**config.mk**
```make
export PLATFORM = sky130hd
export DESIGN_NAME = uart_rx_ctrl
export DESIGN_NICKNAME = d
export VERILOG_FILES = /design/src/rtl/uart_rx_ctrl_pkg.sv /design/src/rtl/uart_rx_ctrl_edge_bit_counter.sv /design/src/rtl/uart_rx_ctrl.sv
export SDC_FILE = /design/constraint.sdc
export NUM_CORES = 1
export LEC_CHECK = 0
export CORE_AREA = 4 4 46 48
export CTS_BUF_LIST = sky130_fd_sc_hd__clkbuf_8
export CTS_CLUSTER_DIAMETER = 150
export DETAILED_ROUTE_END_ITERATION = 16
export DIE_AREA = 0 0 50 52
export HOLD_SLACK_MARGIN = 0.08
export PLACE_DENSITY = 0.94
export SLEW_MARGIN = 40
export SYNTH_ARGS = -nofsm -noshare
export SYNTH_HDL_FRONTEND = slang
export SYNTH_HIERARCHICAL = 1
export SYNTH_SLANG_ARGS = --single-unit
```
**constraint.sdc**
```tcl
create_clock -name CLK -period 4.18 [get_ports CLK]
set_input_delay 1.254 -clock CLK [delete_from_list [all_inputs] [get_ports CLK]]
set_output_delay 1.254 -clock CLK [all_outputs]
set_load 0.1 [all_outputs]
```
**src/rtl/uart_rx_ctrl_pkg.sv**
```systemverilog
// Shared definitions for the UART receive sequencing controller.
// Provides the frame state encoding, timing constants and the
// bit-index helpers used by the controller and its counter.
package uart_rx_ctrl_pkg;

  // Frame phases walked by the controller.
  typedef enum logic [2:0] {
    ST_IDLE   = 3'd0,
    ST_START  = 3'd1,
    ST_DATA   = 3'd2,
    ST_PARITY = 3'd3,
    ST_STOP   = 3'd4,
    ST_DONE   = 3'd5
  } rx_state_e;

  // Only oversampling ratio the controller supports.
  localparam logic [3:0] LEGAL_PRESCALE = 4'd8;

  // Last oversampling edge of a bit; sampled_bit is stable from here on.
  localparam logic [2:0] EDGE_LAST = 3'd7;

  // Bit index of the start bit within a frame.
  localparam logic [3:0] START_BIT = 4'd0;

  // Data bits follow the start bit, LSB first.
  function automatic logic [3:0] first_data_bit();
    return 4'd1;
  endfunction

  function automatic logic [3:0] last_data_bit(input int data_w);
    return 4'(data_w);
  endfunction

  // Parity (when present) sits right after the last data bit.
  function automatic logic [3:0] parity_bit(input int data_w);
    return 4'(data_w + 1);
  endfunction

  // Stop bit follows parity, or the last data bit when parity is off.
  function automatic logic [3:0] stop_bit(input int data_w, input logic par_en);
    return par_en ? 4'(data_w + 2) : 4'(data_w + 1);
  endfunction

endpackage

```
**src/rtl/uart_rx_ctrl_edge_bit_counter.sv**
```systemverilog
// Oversampling edge counter and frame bit counter for the UART RX controller.
// Ports: CLK/RST clock and async active-low reset; en_i advances the count,
//   clr_i zeroes both counters, load_i preloads edge=1/bit=0 for a
//   back-to-back start; edge_cnt_o/bit_cnt_o current position, edge_last_o
//   flags the final edge of a bit.
module uart_rx_ctrl_edge_bit_counter
  import uart_rx_ctrl_pkg::*;
(
  input  logic       CLK,
  input  logic       RST,
  input  logic       en_i,
  input  logic       clr_i,
  input  logic       load_i,
  output logic [2:0] edge_cnt_o,
  output logic [3:0] bit_cnt_o,
  output logic       edge_last_o
);

  logic [2:0] edge_cnt_q, edge_cnt_d;
  logic [3:0] bit_cnt_q,  bit_cnt_d;

  // Priority: clear beats preload beats count. A back-to-back frame is
  // preloaded at edge 1 because the DONE cycle already served as edge 0
  // of the new start bit.
  always_comb begin
    edge_cnt_d = edge_cnt_q;
    bit_cnt_d  = bit_cnt_q;
    if (clr_i) begin
      edge_cnt_d = 3'd0;
      bit_cnt_d  = START_BIT;
    end else if (load_i) begin
      edge_cnt_d = 3'd1;
      bit_cnt_d  = START_BIT;
    end else if (en_i) begin
      if (edge_cnt_q == EDGE_LAST) begin
        edge_cnt_d = 3'd0;
        bit_cnt_d  = bit_cnt_q + 4'd1;
      end else begin
        edge_cnt_d = edge_cnt_q + 3'd1;
      end
    end
  end

  always_ff @(posedge CLK or negedge RST) begin
    if (!RST) begin
      edge_cnt_q <= 3'd0;
      bit_cnt_q  <= START_BIT;
    end else begin
      edge_cnt_q <= edge_cnt_d;
      bit_cnt_q  <= bit_cnt_d;
    end
  end

  assign edge_cnt_o  = edge_cnt_q;
  assign bit_cnt_o   = bit_cnt_q;
  assign edge_last_o = (edge_cnt_q == EDGE_LAST);

endmodule

```
**src/rtl/uart_rx_ctrl.sv**
```systemverilog
// Sequencing controller for the UART receive path: walks each frame through
// start, data, optional parity and stop, strobing the datapath blocks.
// Ports: CLK/RST (async active-low); RX_IN serial line; Prescale/PAR_EN
//   config; strt_glitch/par_err/stp_err checker results; edge_cnt/bit_cnt
//   position; data_sample_en, deser_en and *_chk_en strobes; data_valid,
//   frame_err, parity_err frame pulses; cfg_err illegal Prescale level.
module uart_rx_ctrl
  import uart_rx_ctrl_pkg::*;
#(
  parameter int DATA_W = 8
) (
  input  logic       CLK,
  input  logic       RST,
  input  logic       RX_IN,
  input  logic [3:0] Prescale,
  input  logic       PAR_EN,
  input  logic       strt_glitch,
  input  logic       par_err,
  input  logic       stp_err,
  output logic [2:0] edge_cnt,
  output logic [3:0] bit_cnt,
  output logic       data_sample_en,
  output logic       deser_en,
  output logic       strt_chk_en,
  output logic       par_chk_en,
  output logic       stp_chk_en,
  output logic       data_valid,
  output logic       frame_err,
  output logic       parity_err,
  output logic       cfg_err
);

  localparam logic [3:0] LAST_DATA = last_data_bit(DATA_W);

  rx_state_e state_q, state_d;
  logic      par_en_q, par_en_d;
  logic      p_flag_q, p_flag_d;
  logic      f_flag_q, f_flag_d;

  logic      edge_last;
  logic      cnt_en, cnt_clr, cnt_load;

  // Live decode so software sees a bad ratio immediately, even mid-frame.
  assign cfg_err = (Prescale != LEGAL_PRESCALE);

  uart_rx_ctrl_edge_bit_counter u_cnt (
    .CLK         (CLK),
    .RST         (RST),
    .en_i        (cnt_en),
    .clr_i       (cnt_clr),
    .load_i      (cnt_load),
    .edge_cnt_o  (edge_cnt),
    .bit_cnt_o   (bit_cnt),
    .edge_last_o (edge_last)
  );

  // Next-state logic. Checker results are consulted only on the last edge
  // of the bit they belong to.
  always_comb begin
    state_d = state_q;
    case (state_q)
      ST_IDLE: begin
        if (!RX_IN && !cfg_err) state_d = ST_START;
      end
      ST_START: begin
        if (edge_last) state_d = strt_glitch ? ST_IDLE : ST_DATA;
      end
      ST_DATA: begin
        if (edge_last && (bit_cnt == LAST_DATA))
          state_d = par_en_q ? ST_PARITY : ST_STOP;
      end
      ST_PARITY: begin
        if (edge_last) state_d = ST_STOP;
      end
      ST_STOP: begin
        if (edge_last) state_d = ST_DONE;
      end
      ST_DONE: begin
        // A low line here is the next start bit already in progress.
        state_d = RX_IN ? ST_IDLE : ST_START;
      end
      default: state_d = ST_IDLE;
    endcase
  end

  // Counter control: free-run outside IDLE, zero whenever we head to IDLE,
  // preload when chaining straight from DONE into the next start bit.
  always_comb begin
    cnt_en   = (state_q != ST_IDLE);
    cnt_clr  = (state_d == ST_IDLE);
    cnt_load = (state_q == ST_DONE) && (state_d == ST_START);
  end

  // Output decode from registered state and counters only.
  always_comb begin
    data_sample_en = 1'b0;
    deser_en       = 1'b0;
    strt_chk_en    = 1'b0;
    par_chk_en     = 1'b0;
    stp_chk_en     = 1'b0;
    data_valid     = 1'b0;
    frame_err      = 1'b0;
    parity_err     = 1'b0;
    case (state_q)
      ST_START: begin
        data_sample_en = 1'b1;
        strt_chk_en    = edge_last;
      end
      ST_DATA: begin
        data_sample_en = 1'b1;
        deser_en       = edge_last;
      end
      ST_PARITY: begin
        data_sample_en = 1'b1;
        par_chk_en     = edge_last;
      end
      ST_STOP: begin
        data_sample_en = 1'b1;
        stp_chk_en     = edge_last;
      end
      ST_DONE: begin
        data_valid = !p_flag_q && !f_flag_q;
        parity_err = p_flag_q;
        frame_err  = f_flag_q;
      end
      default: ;
    endcase
  end

  // Sticky error flags collect checker results across the frame and are
  // consumed in DONE. Parity enable is frozen for the whole frame.
  always_comb begin
    par_en_d = (state_q == ST_IDLE) ? PAR_EN : par_en_q;
    if (state_q == ST_DONE) begin
      p_flag_d = 1'b0;
      f_flag_d = 1'b0;
    end else begin
      p_flag_d = p_flag_q | (par_chk_en & par_err);
      f_flag_d = f_flag_q | (stp_chk_en & stp_err);
    end
  end

  always_ff @(posedge CLK or negedge RST) begin
    if (!RST) begin
      state_q  <= ST_IDLE;
      par_en_q <= 1'b0;
      p_flag_q <= 1'b0;
      f_flag_q <= 1'b0;
    end else begin
      state_q  <= state_d;
      par_en_q <= par_en_d;
      p_flag_q <= p_flag_d;
      f_flag_q <= f_flag_d;
    end
  end

endmodule

```
# == Word level (Yosys, flattened, before mapping) ==
# Index checks and enable logic that the tools add are counted.
# totals
ff_bits,13
out_inout_bits,16
in_bits,11
wordCells,63
# op_classes
bitwise_logic,4
n_mux,27
eq_ne,9
n_reduce_logical,15
add_sub_neg,2
# ops
operator,n
$mux W3,10
$pmux W3 S6,1
$mux W4,4
$mux W1,11
$eq A3 B3 Y1 const B,3
$reduce_bool A3 Y1,3
$eq A3 B1 Y1 const B,2
$eq A3 B2 Y1 const B,2
$logic_not A3 Y1,2
$add A4 B1 Y4 const B,1
$eq A4 B4 Y1 const B,1
$logic_and A1 B1 Y1,4
$logic_not A1 Y1,4
$ne A4 B4 Y1 const B,1
$reduce_or A4 Y1,1
$add A3 B1 Y3 const B,1
$and A1 B1 Y1,2
$mux W2,1
$or A1 B1 Y1,2
$reduce_and A2 Y1,1

# == Logic depth before layout (Yosys ltp) ==
# Gate-level depths: netlist of the first run.
# depth
depth_word,9
ltp_mapped,9
mapped_depth_nobuf,7

# == By module ==
# Netlist of the first run, hierarchy kept.
# by_module_without_submodules
module,cells_per_inst,area_per_inst_um2,seq_area_each_um2,n_inst
uart_rx_ctrl,52,470.5,150.1,1
uart_rx_ctrl_edge_bit_counter,34,361.6,175.2,1

# == Worst setup path after synthesis of the first run ==
# Ideal clock, no wire load.
# synth_timing
kind,register to output
start,"reg u_cnt.edge_cnt_q[0], in the netlist u_cnt/edge_cnt_o[0]"
end,out deser_en
t_required_ps,2926
n_path_buf,1
stages_incl_launch_ff,6
arrival_time_ps,4097
setup_slack_ps,-1171
cell_sequence,dfrtp_1 ha_1 ha_1 clkbuf_2 and2b_2 nor3b_1
# synth_between
elab_chain_len,2
# synth_rtl
element,line_no,text
"start, declared",uart_rx_ctrl_edge_bit_counter.sv:19,"logic [2:0] edge_cnt_q, edge_cnt_d;"
"start signal, assigned",uart_rx_ctrl_edge_bit_counter.sv:49,edge_cnt_q <= edge_cnt_d;
$eq A3 B3 Y1,uart_rx_ctrl_edge_bit_counter.sv:56,assign edge_last_o = (edge_cnt_q == EDGE_LAST);
net edge_last,uart_rx_ctrl.sv:40,logic edge_last;
$mux W1,uart_rx_ctrl.sv:104,case (state_q)
"end, declared",uart_rx_ctrl.sv:23,"output logic deser_en,"
# The timed path passes the listed nets, and every way through them passes these cells.

# == Final worst setup path of the first run ==
# layout_timing
start,in Prescale[1]
end,out cfg_err
# layout_between
elab_chain_len,1
# layout_rtl
element,line_no,text
"start, declared",uart_rx_ctrl.sv:15,"input logic [3:0] Prescale,"
$ne A4 B4 Y1,uart_rx_ctrl.sv:44,assign cfg_err = (Prescale != LEGAL_PRESCALE);
"end, declared",uart_rx_ctrl.sv:30,output logic cfg_err
# Every way passes these cells.

==> flow_summary.toml, run 1 <==
[power]
power.total_uw = 707.1
ir_drop_uv = 591.9
leakagePower_nw = 0.5466
p_per_area_nw_per_um2 = 646.6

[clock_network]
post_cts_buffers = 0
cts.repair.resized = 0
clkSinkCount = 13
clkSlewWorstSetupHoldPaths_ps = 60
postCtsHoldBufs = 0
cts_tree = "yes"
clk_latency_ps = 240
cts_buffer_depth = 2
cts_made_buffers = 3
root_buffer = "clkbuf_8"
h-tree-depth = 1

[grt]
gr-total-overflow = 0
busiest_layer = "met2"
met3_usage = 0.04585
track_usage = 0.1751
antenna_found_initial = 0
use_met2 = 0.3022
grt_pass1_wl_mm = 3.491
grt_pass1_vias = 766
grt_start_max_net_pins = 15
use_met1 = 0.2089

[logic_synthesis]
synth_edf_count = 0
ys_async_sr_fraction = 1.000
synthTopCellsByCount = "dfrtp_1 (13), nor2_1 (10), nand2_1 (5)"
synth_compound_area_frac = 0.1624
synth.distinct_cells = 39
ys_seq_area_frac = 0.3910
syn_avg_cell_area_um2 = 9.675
synth_top_family_by_area = "simple AND/OR/NAND/NOR gates"
synthMostInstantiatedCell = "dfrtp_1"
synth_area_leaders = "dfrtp_1 (39%), ha_1 (4.5%), nor2_1 (4.5%)"
synth_nets = 100
synth_xor_area_frac = 0.03158
ys_warn_count = 6
synth_area_um2 = 832.0
synth_ff_type = "dfrtp_1"
syn_inst = 86
yosys.area.top_type = "dfrtp_1"
synth-simple-area-share = 0.2662
ys_ff_latch = 13
muxShareOfSynthArea = 0.04211
synth_top_area_frac = 0.3910
synthAdderAreaFrac = 0.04511

[cells_and_area]
areaGrowthSynthToFinish_pct = 31.43
nNetsFinal = 125
drive_gt1_frac = 0.2909
diodes = 0

[drt]
first_iter_violations = 5
dr.pass1.iters = 4
drc_errors = 0
vias = 738
routed_via_density = 5.467
ant_nets = 0
wirelength_mm = 1.920
wl_per_cell_um = 14.22

[floorplanning]
die_w_um = 50
dieArea_um2 = 2600
num_rows = 15
die_y_um = 52
design.core.area_um2 = 1708
ios = 27
initial_core_util = 0.4872

[sta]
period_share = 0.8814
finalMaxSlewViolations = 0
finClkSkew_ps = 1.880
setup_violations = 0
max_slew_margin = 0.5858
max_freq_mhz = 271.4
setup_tns_ps = 0
finalHoldViolations = 0
rsz0062_at_grt = "false"
worstMarginPinSlew_ps = 619.3
fin_crit_ps = 3684
fin_hold_ws_ps = 522.1

[min_path]
min_to = "p_flag_q"
worstHoldPathCells = 2
hp-class = "reg -> reg"
min_from = "p_flag_q"

[place]
gp_congestion = 0.8849
io_buffers = 26
dp_hpwl_mm = 1.466

[critical_path]
rrSetupSlack_ps = 2100
arrival_ps = 2430
r2r_cells = 7
worstSetupPathType = "in -> out"
worstReg2RegEnd = "u_cnt/bit_cnt_o[3]"
required_ps = 2930
crit_fanout = 3
reg2reg_from = "u_cnt/edge_cnt_o[0]"
crit_path_end_kind = "output port"
startpoint_type = "primary input"

[status]
status = "completed"

[job]
drv_cap = 0
## cells by family after synthesis
group / count (synthesis)
buffers and inverters: 9
AO/OA/AOI/OAI: 18
adder cells (fa/ha/maj): 3
XOR/XNOR: 3
flip-flops: 13
multiplexers: 3
AND/OR/NAND/NOR: 37
## cell type report
type                    count  area [um2]
inverters                   3       11.26
multi-input cells          64       465.4
fillers                   146       614.3
clock buffers               3       41.29
flip-flops and latches     13       325.3
well taps                  25       31.28
clock inverters             1       3.754
repair buffers             26       215.2
## registers in the layout, indices dropped and copies added (netlist names)
name	count
f_flag_q	1
u_cnt/bit_cnt_o	4
state_q	3
p_flag_q	1
u_cnt/edge_cnt_o	3
par_en_q	1
## stage by stage
step	setup slack, ps	std cells	util	area [um2]
5_1_grt	486.6	135	0.6403	1094
2_1_floorplan	-155.4	86	-	842.1
6_report	495.9	135	0.6403	1094
3_3_place_gp	503.5	131	0.6344	1084
4_1_cts	493.2	135	0.6403	1094
3_5_place_dp	493.2	131	0.6139	1049
## critical path, stage by stage
cell and delay (ps):
clkdlybuf4s50_1 400, or4b_4 580, buf_12 190
## per-layer routing
| layer | share of wire | up-vias | routed length (um) |
|---|---|---|---|
| met2 | 0.49 | 26 | 934 |
| met1 | 0.44 | 360 | 841 |
| met5 | 0 | - | 0 |
| met3 | 0.074 | 0 | 143 |
| met4 | 0 | 0 | 0 |
| li1 | - | 352 | - |
## worst max-delay path by stage
| stage | slack [ps] | cells past startpoint | startpoint | endpoint |
|---|---|---|---|---|
| global placement | 500 | 3 | Prescale[1] | cfg_err |
| finish | 500 | 3 | Prescale[1] | cfg_err |
| floorplan | -160 | 5 | u_cnt/edge_cnt_o[0] | deser_en |
| global route | 490 | 3 | Prescale[1] | cfg_err |
| detailed placement | 490 | 3 | Prescale[1] | cfg_err |
| CTS | 490 | 3 | Prescale[1] | cfg_err |
## placed cells by master (no fill, tap or decap), types with 3 or more instances in the layout
cell type / n
a21oi_1: 3
and3_1: 3
buf_2: 7
buf_4: 8
clkbuf_8: 3
clkdlybuf4s50_1: 10
dfrtp_1: 13
ha_1: 3
inv_1: 4
nand2_1: 5
nand3_1: 4
nor2_1: 10
## power breakdown
group | internal (mW) | switching [mW]
Clock | 0.0648 | 0.0457
Combinational | 0.116 | 0.273
Sequential | 0.158 | 0.0501
Total | 0.339 | 0.368
Note: power is estimated with default switching activity, not from simulation.
==> inputs of run 2 (changes only) <==
--- a/config.mk
+++ b/config.mk
@@ -5,13 +5,13 @@
 export SDC_FILE = /design/constraint.sdc
 export NUM_CORES = 1
 export LEC_CHECK = 0
-export CORE_AREA = 4 4 46 48
-export CTS_BUF_LIST = sky130_fd_sc_hd__clkbuf_8
+export CORE_AREA = 2 2 45 47
+export CTS_BUF_LIST = sky130_fd_sc_hd__clkbuf_4 sky130_fd_sc_hd__clkbuf_8 sky130_fd_sc_hd__clkbuf_16
 export CTS_CLUSTER_DIAMETER = 150
 export DETAILED_ROUTE_END_ITERATION = 16
-export DIE_AREA = 0 0 50 52
+export DIE_AREA = 0 0 47 49
 export HOLD_SLACK_MARGIN = 0.08
-export PLACE_DENSITY = 0.94
+export PLACE_DENSITY = 0.91
 export SLEW_MARGIN = 40
 export SYNTH_ARGS = -nofsm -noshare
 export SYNTH_HDL_FRONTEND = slang
==> flow_summary.toml, run 2 (synthesized netlist as in run 1, its figures left out) <==
[status]
status = "completed"

[floorplanning]
die_w_um = 47
design.core.area_um2 = 1842
ios = 27
dieArea_um2 = 2303
initial_core_util = 0.4518
die_y_um = 49
num_rows = 16

[critical_path]
crit_path_end_kind = "output port"
arrival_ps = 2430
rrSetupSlack_ps = 2040
worstSetupPathType = "in -> out"
required_ps = 2930
startpoint_type = "primary input"
crit_fanout = 3
worstReg2RegEnd = "u_cnt/bit_cnt_o[3]"
reg2reg_from = "u_cnt/edge_cnt_o[0]"
r2r_cells = 7

[cells_and_area]
areaGrowthSynthToFinish_pct = 29.93
diodes = 0
final_cells = 137
final_cell_mix = "dfrtp_1 (13), nor2_1 (10), clkdlybuf4s50_1 (10)"
layout_commonest_cell = "dfrtp_1"
nNetsFinal = 125
largest_reg_flops = 4
drive_gt1_frac = 0.3000

[place]
dp_cells = 133
io_buffers = 26
gp_congestion = 0.7393
dp_hpwl_mm = 1.362

[drt]
first_iter_violations = 15
vias = 753
routed_via_density = 5.496
dr.pass1.iters = 4
highest_layer = "met4"
wl_met3_um = 117
dr_wl_met2_um = 933
wl_met1_um = 846
wl_per_cell_um = 13.96
wirelength_mm = 1.912
drc_errors = 0
ant_nets = 0

[clock_network]
cts.repair.resized = 0
cts_made_buffers = 3
clkSlewWorstSetupHoldPaths_ps = 80
post_cts_buffers = 0
clkSinkCount = 13
h-tree-depth = 1
root_buffer = "clkbuf_4"
cts_tree = "yes"
clk_latency_ps = 280
cts_buffer_depth = 2
postCtsHoldBufs = 0

[grt]
track_usage = 0.1890
antenna_found_initial = 0
gr-total-overflow = 0
grt_pass1_wl_mm = 3.229
grt_pass1_vias = 754
grt_start_max_net_pins = 15

[sta]
period_share = 0.8821
max_freq_mhz = 271.2
setup_violations = 0
rsz0062_at_grt = "false"
setup_tns_ps = 0
finalMaxSlewViolations = 0
finClkSkew_ps = 0.8741
max_slew_margin = 0.5967
finalHoldViolations = 0
fin_crit_ps = 3687
worstMarginPinSlew_ps = 603.1

[min_path]
hp-class = "reg -> reg"
min_from = "p_flag_q"
worstHoldPathCells = 2
min_to = "p_flag_q"

[power]
p_per_area_nw_per_um2 = 631.1
leakagePower_nw = 0.5381
power.total_uw = 682.2
ir_drop_uv = 693.9

[job]
drv_cap = 0
## run 2: area by class of cell
class | instances | area (um2)
fill | 172 | 760.7
multi-input combinational | 64 | 465.4
tap | 27 | 33.78
timing repair buffer | 26 | 215.2
sequential | 13 | 325.3
inverter | 3 | 11.26
clock buffer | 4 | 30.03
## run 2: how the worst max path moves through the flow
stage	start	endpoint	slack, ps	cells past startpoint
after floorplan	u_cnt/edge_cnt_o[0]	deser_en	-160	5
after global placement	Prescale[1]	cfg_err	520	3
after detailed placement	Prescale[1]	cfg_err	490	3
after CTS	Prescale[1]	cfg_err	490	3
after global routing	Prescale[1]	cfg_err	460	3
final	Prescale[1]	cfg_err	490	3
## run 2: metrics by stage
stage | util | area [um2] | setup WS [ps] | hold WS [ps]
6_report | 0.5870 | 1081 | 492.9 | 550.8
5_1_grt | 0.5870 | 1081 | 462.3 | 602.4
4_1_cts | 0.5870 | 1081 | 489.2 | 553.8
3_5_place_dp | 0.5707 | 1051 | 489.6 | 535.5
3_3_place_gp | 0.5897 | 1086 | 516.6 | 514.6
2_1_floorplan | - | 842.1 | -155.4 | 482.5
## run 2: power by group
group	leakage, nW	total, mW	switching [mW]	internal [mW]
combinational	0.354	0.388	0.272	0.116
sequential	0.166	0.208	0.0510	0.157
clock	0.0184	0.0861	0.0425	0.0435
## run 2: per-layer routing
| layer | global-route usage | up-vias |
|---|---|---|
| met1 | 0.2441 | 362 |
| li1 | - | 352 |
| met2 | 0.3059 | 37 |
| met5 | 0 | - |
| met4 | 0.08333 | 0 |
| met3 | 0.02222 | 2 |
## run 2: worst max-delay path: stages
cell and delay, ps:
clkdlybuf4s50_1 410, or4b_4 580, buf_12 190
